==> src/rtl/cpu_clk_ctrl_pkg.sv <==
// Shared types for the CPU run-control sequencer: state encoding and a
// small helper used by the top level.
package cpu_clk_ctrl_pkg;

    // Run-control states; the encoding is visible on state_o.
    typedef enum logic [1:0] {
        CLK_ST_IDLE = 2'b00,
        CLK_ST_RUN  = 2'b01,
        CLK_ST_STEP = 2'b10,
        CLK_ST_BRK  = 2'b11
    } clk_state_e;

    // True in the state that issues an unconditional single pulse.
    function automatic logic is_step(input clk_state_e st);
        return st == CLK_ST_STEP;
    endfunction

endpackage

==> src/rtl/cpu_clk_ctrl_step_debounce.sv <==
// Step-button conditioning: 2-flop synchroniser, debounce counter and
// rising-edge detector. A level is accepted only after DEB_CNT consecutive
// synchronised samples that disagree with the currently accepted level;
// step_pulse_o is a single-cycle pulse on each accepted 0->1 change.
module step_debounce #(
    parameter int DEB_CNT = 1000000
) (
    input  logic clk_i,
    input  logic rst_n_i,
    input  logic btn_i,
    output logic step_pulse_o
);

    localparam int CNT_W = (DEB_CNT > 1) ? $clog2(DEB_CNT + 1) : 1;

    logic [1:0]       sync_q;
    logic             level_q;
    logic [CNT_W-1:0] cnt_q;

    // Bring the raw asynchronous button into the clk_i domain.
    always_ff @(posedge clk_i or negedge rst_n_i) begin
        if (!rst_n_i) begin
            sync_q <= 2'b00;
        end else begin
            sync_q <= {sync_q[0], btn_i};
        end
    end

    // Count consecutive disagreeing samples; any agreeing sample restarts
    // the count, and the last disagreeing sample flips the accepted level.
    always_ff @(posedge clk_i or negedge rst_n_i) begin
        if (!rst_n_i) begin
            level_q      <= 1'b0;
            cnt_q        <= '0;
            step_pulse_o <= 1'b0;
        end else if (sync_q[1] != level_q) begin
            if (cnt_q == CNT_W'(DEB_CNT - 1)) begin
                level_q      <= sync_q[1];
                cnt_q        <= '0;
                step_pulse_o <= sync_q[1];
            end else begin
                cnt_q        <= cnt_q + CNT_W'(1);
                step_pulse_o <= 1'b0;
            end
        end else begin
            cnt_q        <= '0;
            step_pulse_o <= 1'b0;
        end
    end

endmodule

==> src/rtl/cpu_clk_ctrl.sv <==
// Run-control sequencer for the pipeline CPU. Produces a single-domain
// clock enable (ce_o) in stop / run / single-step modes and counts the
// pulses issued. Optional PC breakpoint enabled by CPU_CLK_BREAKPOINT_EN;
// without it the breakpoint inputs are ignored and BRK is never entered.
module cpu_clk_ctrl
    import cpu_clk_ctrl_pkg::*;
#(
    parameter int DIV_W   = 32,
    parameter int DEB_CNT = 1000000,
    parameter int PC_W    = 32
) (
    input  logic             clk_i,
    input  logic             rst_n_i,
    input  logic [DIV_W-1:0] div_i,
    input  logic             run_i,
    input  logic             step_btn_i,
    input  logic [PC_W-1:0]  pc_i,
    input  logic [PC_W-1:0]  bp_pc_i,
    input  logic             bp_en_i,
    output logic             ce_o,
    output logic [1:0]       state_o,
    output logic             halted_o,
    output logic [DIV_W-1:0] cycle_cnt_o
);

    clk_state_e       state_q, state_d;
    logic [DIV_W-1:0] div_q, div_d;
    logic [DIV_W-1:0] cnt_q;
    logic             step_pulse;
    logic             expired;
    logic             bp_hit;
    logic             ce;

    step_debounce #(
        .DEB_CNT (DEB_CNT)
    ) u_debounce (
        .clk_i        (clk_i),
        .rst_n_i      (rst_n_i),
        .btn_i        (step_btn_i),
        .step_pulse_o (step_pulse)
    );

    // The divider has reached the programmed period; >= keeps a lowered
    // div_i from stranding the count above the new compare value.
    assign expired = (state_q == CLK_ST_RUN) && (div_q >= div_i);

`ifdef CPU_CLK_BREAKPOINT_EN
    assign bp_hit   = expired && bp_en_i && (pc_i == bp_pc_i);
    assign halted_o = (state_q == CLK_ST_BRK);
`else
    logic unused_bp;
    assign unused_bp = bp_en_i ^ (^pc_i) ^ (^bp_pc_i);
    assign bp_hit    = 1'b0;
    assign halted_o  = 1'b0;
`endif

    // Enable pulse: divider expiry in RUN (unless a breakpoint swallows it)
    // or the single cycle spent in STEP.
    assign ce = (expired && !bp_hit) || is_step(state_q);

    // Next-state and divider logic; the divider rests at zero outside RUN
    // so every RUN entry starts a full period.
    always_comb begin
        state_d = state_q;
        div_d   = '0;
        case (state_q)
            CLK_ST_IDLE: begin
                if (run_i) begin
                    state_d = CLK_ST_RUN;
                end else if (step_pulse) begin
                    state_d = CLK_ST_STEP;
                end
            end
            CLK_ST_RUN: begin
                if (!run_i) begin
                    state_d = CLK_ST_IDLE;
                end else if (bp_hit) begin
                    state_d = CLK_ST_BRK;
                end else if (!expired) begin
                    div_d = div_q + DIV_W'(1);
                end
            end
            CLK_ST_STEP: begin
                state_d = CLK_ST_IDLE;
            end
            CLK_ST_BRK: begin
                if (!run_i) begin
                    state_d = CLK_ST_IDLE;
                end
            end
            default: begin
                state_d = CLK_ST_IDLE;
            end
        endcase
    end

    // State, divider and issued-pulse counter registers.
    always_ff @(posedge clk_i or negedge rst_n_i) begin
        if (!rst_n_i) begin
            state_q <= CLK_ST_IDLE;
            div_q   <= '0;
            cnt_q   <= '0;
        end else begin
            state_q <= state_d;
            div_q   <= div_d;
            if (ce) begin
                cnt_q <= cnt_q + DIV_W'(1);
            end
        end
    end

    assign ce_o        = ce;
    assign state_o     = state_q;
    assign cycle_cnt_o = cnt_q;

endmodule

==> config.mk <==
export PLATFORM = sky130hd
export DESIGN_NAME = cpu_clk_ctrl
export DESIGN_NICKNAME = d
export VERILOG_FILES = /design/src/rtl/cpu_clk_ctrl_pkg.sv /design/src/rtl/cpu_clk_ctrl_step_debounce.sv /design/src/rtl/cpu_clk_ctrl.sv
export SDC_FILE = /design/constraint.sdc
export NUM_CORES = 1
export LEC_CHECK = 0
export CAP_MARGIN = 20
export CORE_AREA = 2 2 110 112
export CTS_CLUSTER_SIZE = 14
export DETAILED_ROUTE_END_ITERATION = 8
export DIE_AREA = 0 0 112 114
export PLACE_DENSITY = 0.8
export SYNTH_ARGS = -nofsm -noshare
export SYNTH_HDL_FRONTEND = slang
export SYNTH_SLANG_ARGS = --single-unit
==> constraint.sdc <==
create_clock -name clk_i -period 2.6 [get_ports clk_i]
set_input_delay 0.52 -clock clk_i [delete_from_list [all_inputs] [get_ports clk_i]]
set_output_delay 0.52 -clock clk_i [all_outputs]
set_load 0.1 [all_outputs]
==> summary.md <==
| Metric | Value |
|---|---|
| DR vias | `3993` |
| Vias in the first global route | `4121` |
| 1st-pass router iterations | `4` |
| # port buffers | `70` |
| Die Area | `0.0128 mm2` |
| Largest family of logic cells by synthesized area | `simple AND/OR/NAND/NOR gates` |
| Pleak | `0.00298 uW` |
| Final Max Tran Viols | `0` |
| Synthesized net count | `649` |
| P_sw | `665 uW` |
| CTS tree | `done` |
| CTS buffer count | `9` |
| Clock slew at reported path FFs | `0.07 ns` |
| Hold WC Path Type | `input pin to asynchronous set/reset pin` |
| Most common cell after layout, fill and taps aside | `dfrtp_1` |
| DRT antenna net count | `0` |
| Arrival @ worst endpoint | `2.49 ns` |
| Final Non-Filler Cells | `756` |
| Final worst slack | `-0.407 ns` |
| YS warnings | `0` |
| Pwr dens | `447 mW/mm2` |
| F_max | `333 MHz` |
| Tmin final | `3.01 ns` |
| Most area-consuming cells after synthesis | `dfrtp_1, ha_1, xnor2_1` |
| Largest net degree at the start of global routing | `41` |
| Starting density of the core | `42.7%` |
| Syn Area/Cell | `9.74 um2` |
| WL final | `11800 um` |
| Worst reg-to-reg setup slack | `-0.15 ns` |
| Nets | `740` |
| Detail Placement HPWL | `8160 um` |
| Synth Area in Simple Gates | `22.8%` |
| Gpl congestion | `0.879` |
| Die Width | `112 um` |
| Post-synth top area share | `45.1%` |
| # diodes | `0` |
| Critical path endpoint category | `output pin` |
| Synth-to-layout area growth | `31.7%` |
| Initial antenna violation count | `0` |
| Switching Share | `22.6%` |
| # hold bufs at CTS | `0` |
| Compound-cell area share of the yosys netlist | `3.38%` |
| IO Pins | `137` |
| Fin util | `56.2%` |
| Synth Instances | `513` |
| Failing checks | `negative setup slack` |
| Count of different cell masters after synthesis | `45` |
| Post-Synthesis Cell Area | `0.00500 mm2` |
| Cell taking the most area after synthesis | `dfrtp_1` |
| Skew final | `0.0102 ns` |
| Clock Tree Buf Depth | `2` |
| FF+latch area | `0.00226 mm2` |
| Flop pwr share | `48.1%` |
| Worst-Skew Late Latency | `0.33 ns` |
| Pint | `2280 uW` |
| Initial DRC count | `146` |
| Setup-failing EPs final | `24` |
| First-pass GRT wire length | `19600 um` |
| DRC viols | `0` |
| Slew at the pin with the worst max-slew slack | `0.701 ns` |
| RSZ-0062 raised after global routing | `yes` |
| Max-slew headroom | `53.3%` |
| Fin crit share | `116%` |
| Placed instance area | `0.00590 mm2` |
| CP Launch Type | `input pin` |
| CP Max Fanout | `2` |
| EDFF count, synth | `0` |
| Status | `finished with violations` |
| Wirelength per Cell | `15.6 um` |
| Layout cells sized above 1 | `25.0%` |
| Global route overflow | `0` |
| Post-route cell area | `0.00658 mm2` |
| Commonest cells after routing, fill and taps aside | `dfrtp_1, nor2_1, buf_4, xnor2_1, nand3_1` |
| Row count | `40` |
| Post-Synth XOR/XNOR Area | `14.0%` |
| Height of the die | `114 um` |
| FILL cells | `1021` |
| Clock power frac | `45.0%` |
| Dominant synthesized flop cell | `dfrtp_1` |
| Multi-input combinational cell area | `0.00280 mm2` |
| Post-synthesis sequential area ratio | `45.1%` |
| Post-synthesis adder-cell area fraction | `8.77%` |
| Gr usage total | `19.0%` |
| Worst EP required | `2.08 ns` |
| Number of vias per cell | `5.28` |
| IR drop worst, VDD | `381 uV` |
| Max Cap Viol | `0` |
| Number of storage elements in the synthesis netlist | `90` |
| Crit path kind | `input pin to output pin` |
| Dpl cells | `736` |
| Mux contribution to synthesized area | `0.526%` |
| CTS sink cnt | `90` |
| Clk Tree Root Cell | `clkbuf_16` |
| Core Area | `0.0117 mm2` |
| Synth async-reset ratio | `100%` |
| H-tree levels | `3` |
| Combinational power share | `6.9%` |
| Final Hold Fails | `0` |
critical path: stages:
cell	delay [ns]
clkdlybuf4s50_1	0.46
inv_1	0.04
ha_1	0.27
nand2_1	0.10
o21ai_2	0.08
a221oi_2	0.24
o211ai_1	0.19
o31a_2	0.39
buf_12	0.19
cell type report:
cell class | count | share of cell area, %
Clock buffer | 11 | 3.69
Tap cell | 147 | 2.80
Multi-Input combinational cell | 364 | 42.5
Clock inverter | 5 | 0.951
Inverter | 43 | 2.45
Sequential cell | 90 | 34.4
Timing Repair Buffer | 96 | 13.2
power by group through the flow:
stage	clock network (uW)	registers (uW)	logic (uW)
final	1330	1410	203
after global routing	1410	1410	227
after CTS	1350	1410	197
after detailed placement	0	1440	186
after global placement	0	1440	179
after floorplan	0	1450	75.7
kinds of logic after synthesis:
group / Yosys count
simple gates: 218
flops: 90
xor+xnor: 80
buf+inv: 59
fa+ha+maj: 35
compound gates: 28
mux: 2
other cells: 1
cells in the mapped netlist (2+ instances only):
| master | count |
|---|---|
| inv_1 | 43 |
| and3_1 | 14 |
| nor4_2 | 2 |
| a21oi_1 | 14 |
| clkbuf_1 | 8 |
| nand4_1 | 30 |
| buf_2 | 3 |
| nor2b_1 | 2 |
| nand2b_1 | 2 |
| ha_1 | 35 |
| dfrtp_1 | 90 |
| xor2_1 | 32 |
| nor2_2 | 12 |
| nor4_1 | 3 |
| o21ai_0 | 6 |
| buf_6 | 3 |
| nor4b_1 | 5 |
| xnor2_1 | 48 |
| and4_1 | 5 |
| nand3_1 | 39 |
| nor3_1 | 3 |
| nor2_1 | 60 |
| nand2_1 | 32 |
state kept, by name, summed over array words and instances (netlist names):
| signal | flops |
|---|---|
| u_debounce.level_q | 1 |
| u_debounce.cnt_q | 20 |
| u_debounce.step_pulse_o | 1 |
| state_o | 2 |
| u_debounce.sync_q | 2 |
| cycle_cnt_o | 32 |
| div_q | 32 |
per-layer routing:
metal / vias up / wire length [um] / track usage (%)
li1: 1911 / - / -
met1: 1963 / 4970 / 23.0
met2: 100 / 6010 / 33.1
met3: 19 / 532 / 4.09
met4: 0 / 262 / 7.97
met5: - / 0 / 0
worst paths after layout:
path                       depth (start not counted)                   end                  from
max reg2reg                                       13       cycle_cnt_o[17]             div_q[30]
max in group asynchronous                          2              div_q[7]               rst_n_i
min reg2reg                                        0  u_debounce.sync_q[1]  u_debounce.sync_q[0]
min in group clk_i                                 0  u_debounce.sync_q[1]  u_debounce.sync_q[0]
max                                                9                  ce_o             div_i[18]
min                                                1             div_q[23]               rst_n_i
through the flow:
stage | setup TNS [ns] | setup slack, ns | hold WS, ns | power (uW)
floorplan | 0 | 0.0120 | 0.224 | 1520
global placement | -28.29 | -0.561 | 0.334 | 1620
detailed placement | -30.41 | -0.608 | 0.343 | 1630
CTS | -1.83 | -0.413 | 0.165 | 2960
global route | -4.70 | -0.459 | 0.182 | 3050
finish | -2.11 | -0.407 | 0.149 | 2940
repair_timing:
item,in CTS,in global routing
gates cloned,1,0
resized for setup,46,27
setup buffers,2,1
pin swaps,31,24
endpoints found under the setup margin,65,61
Note: power is estimated with default switching activity, not from simulation.
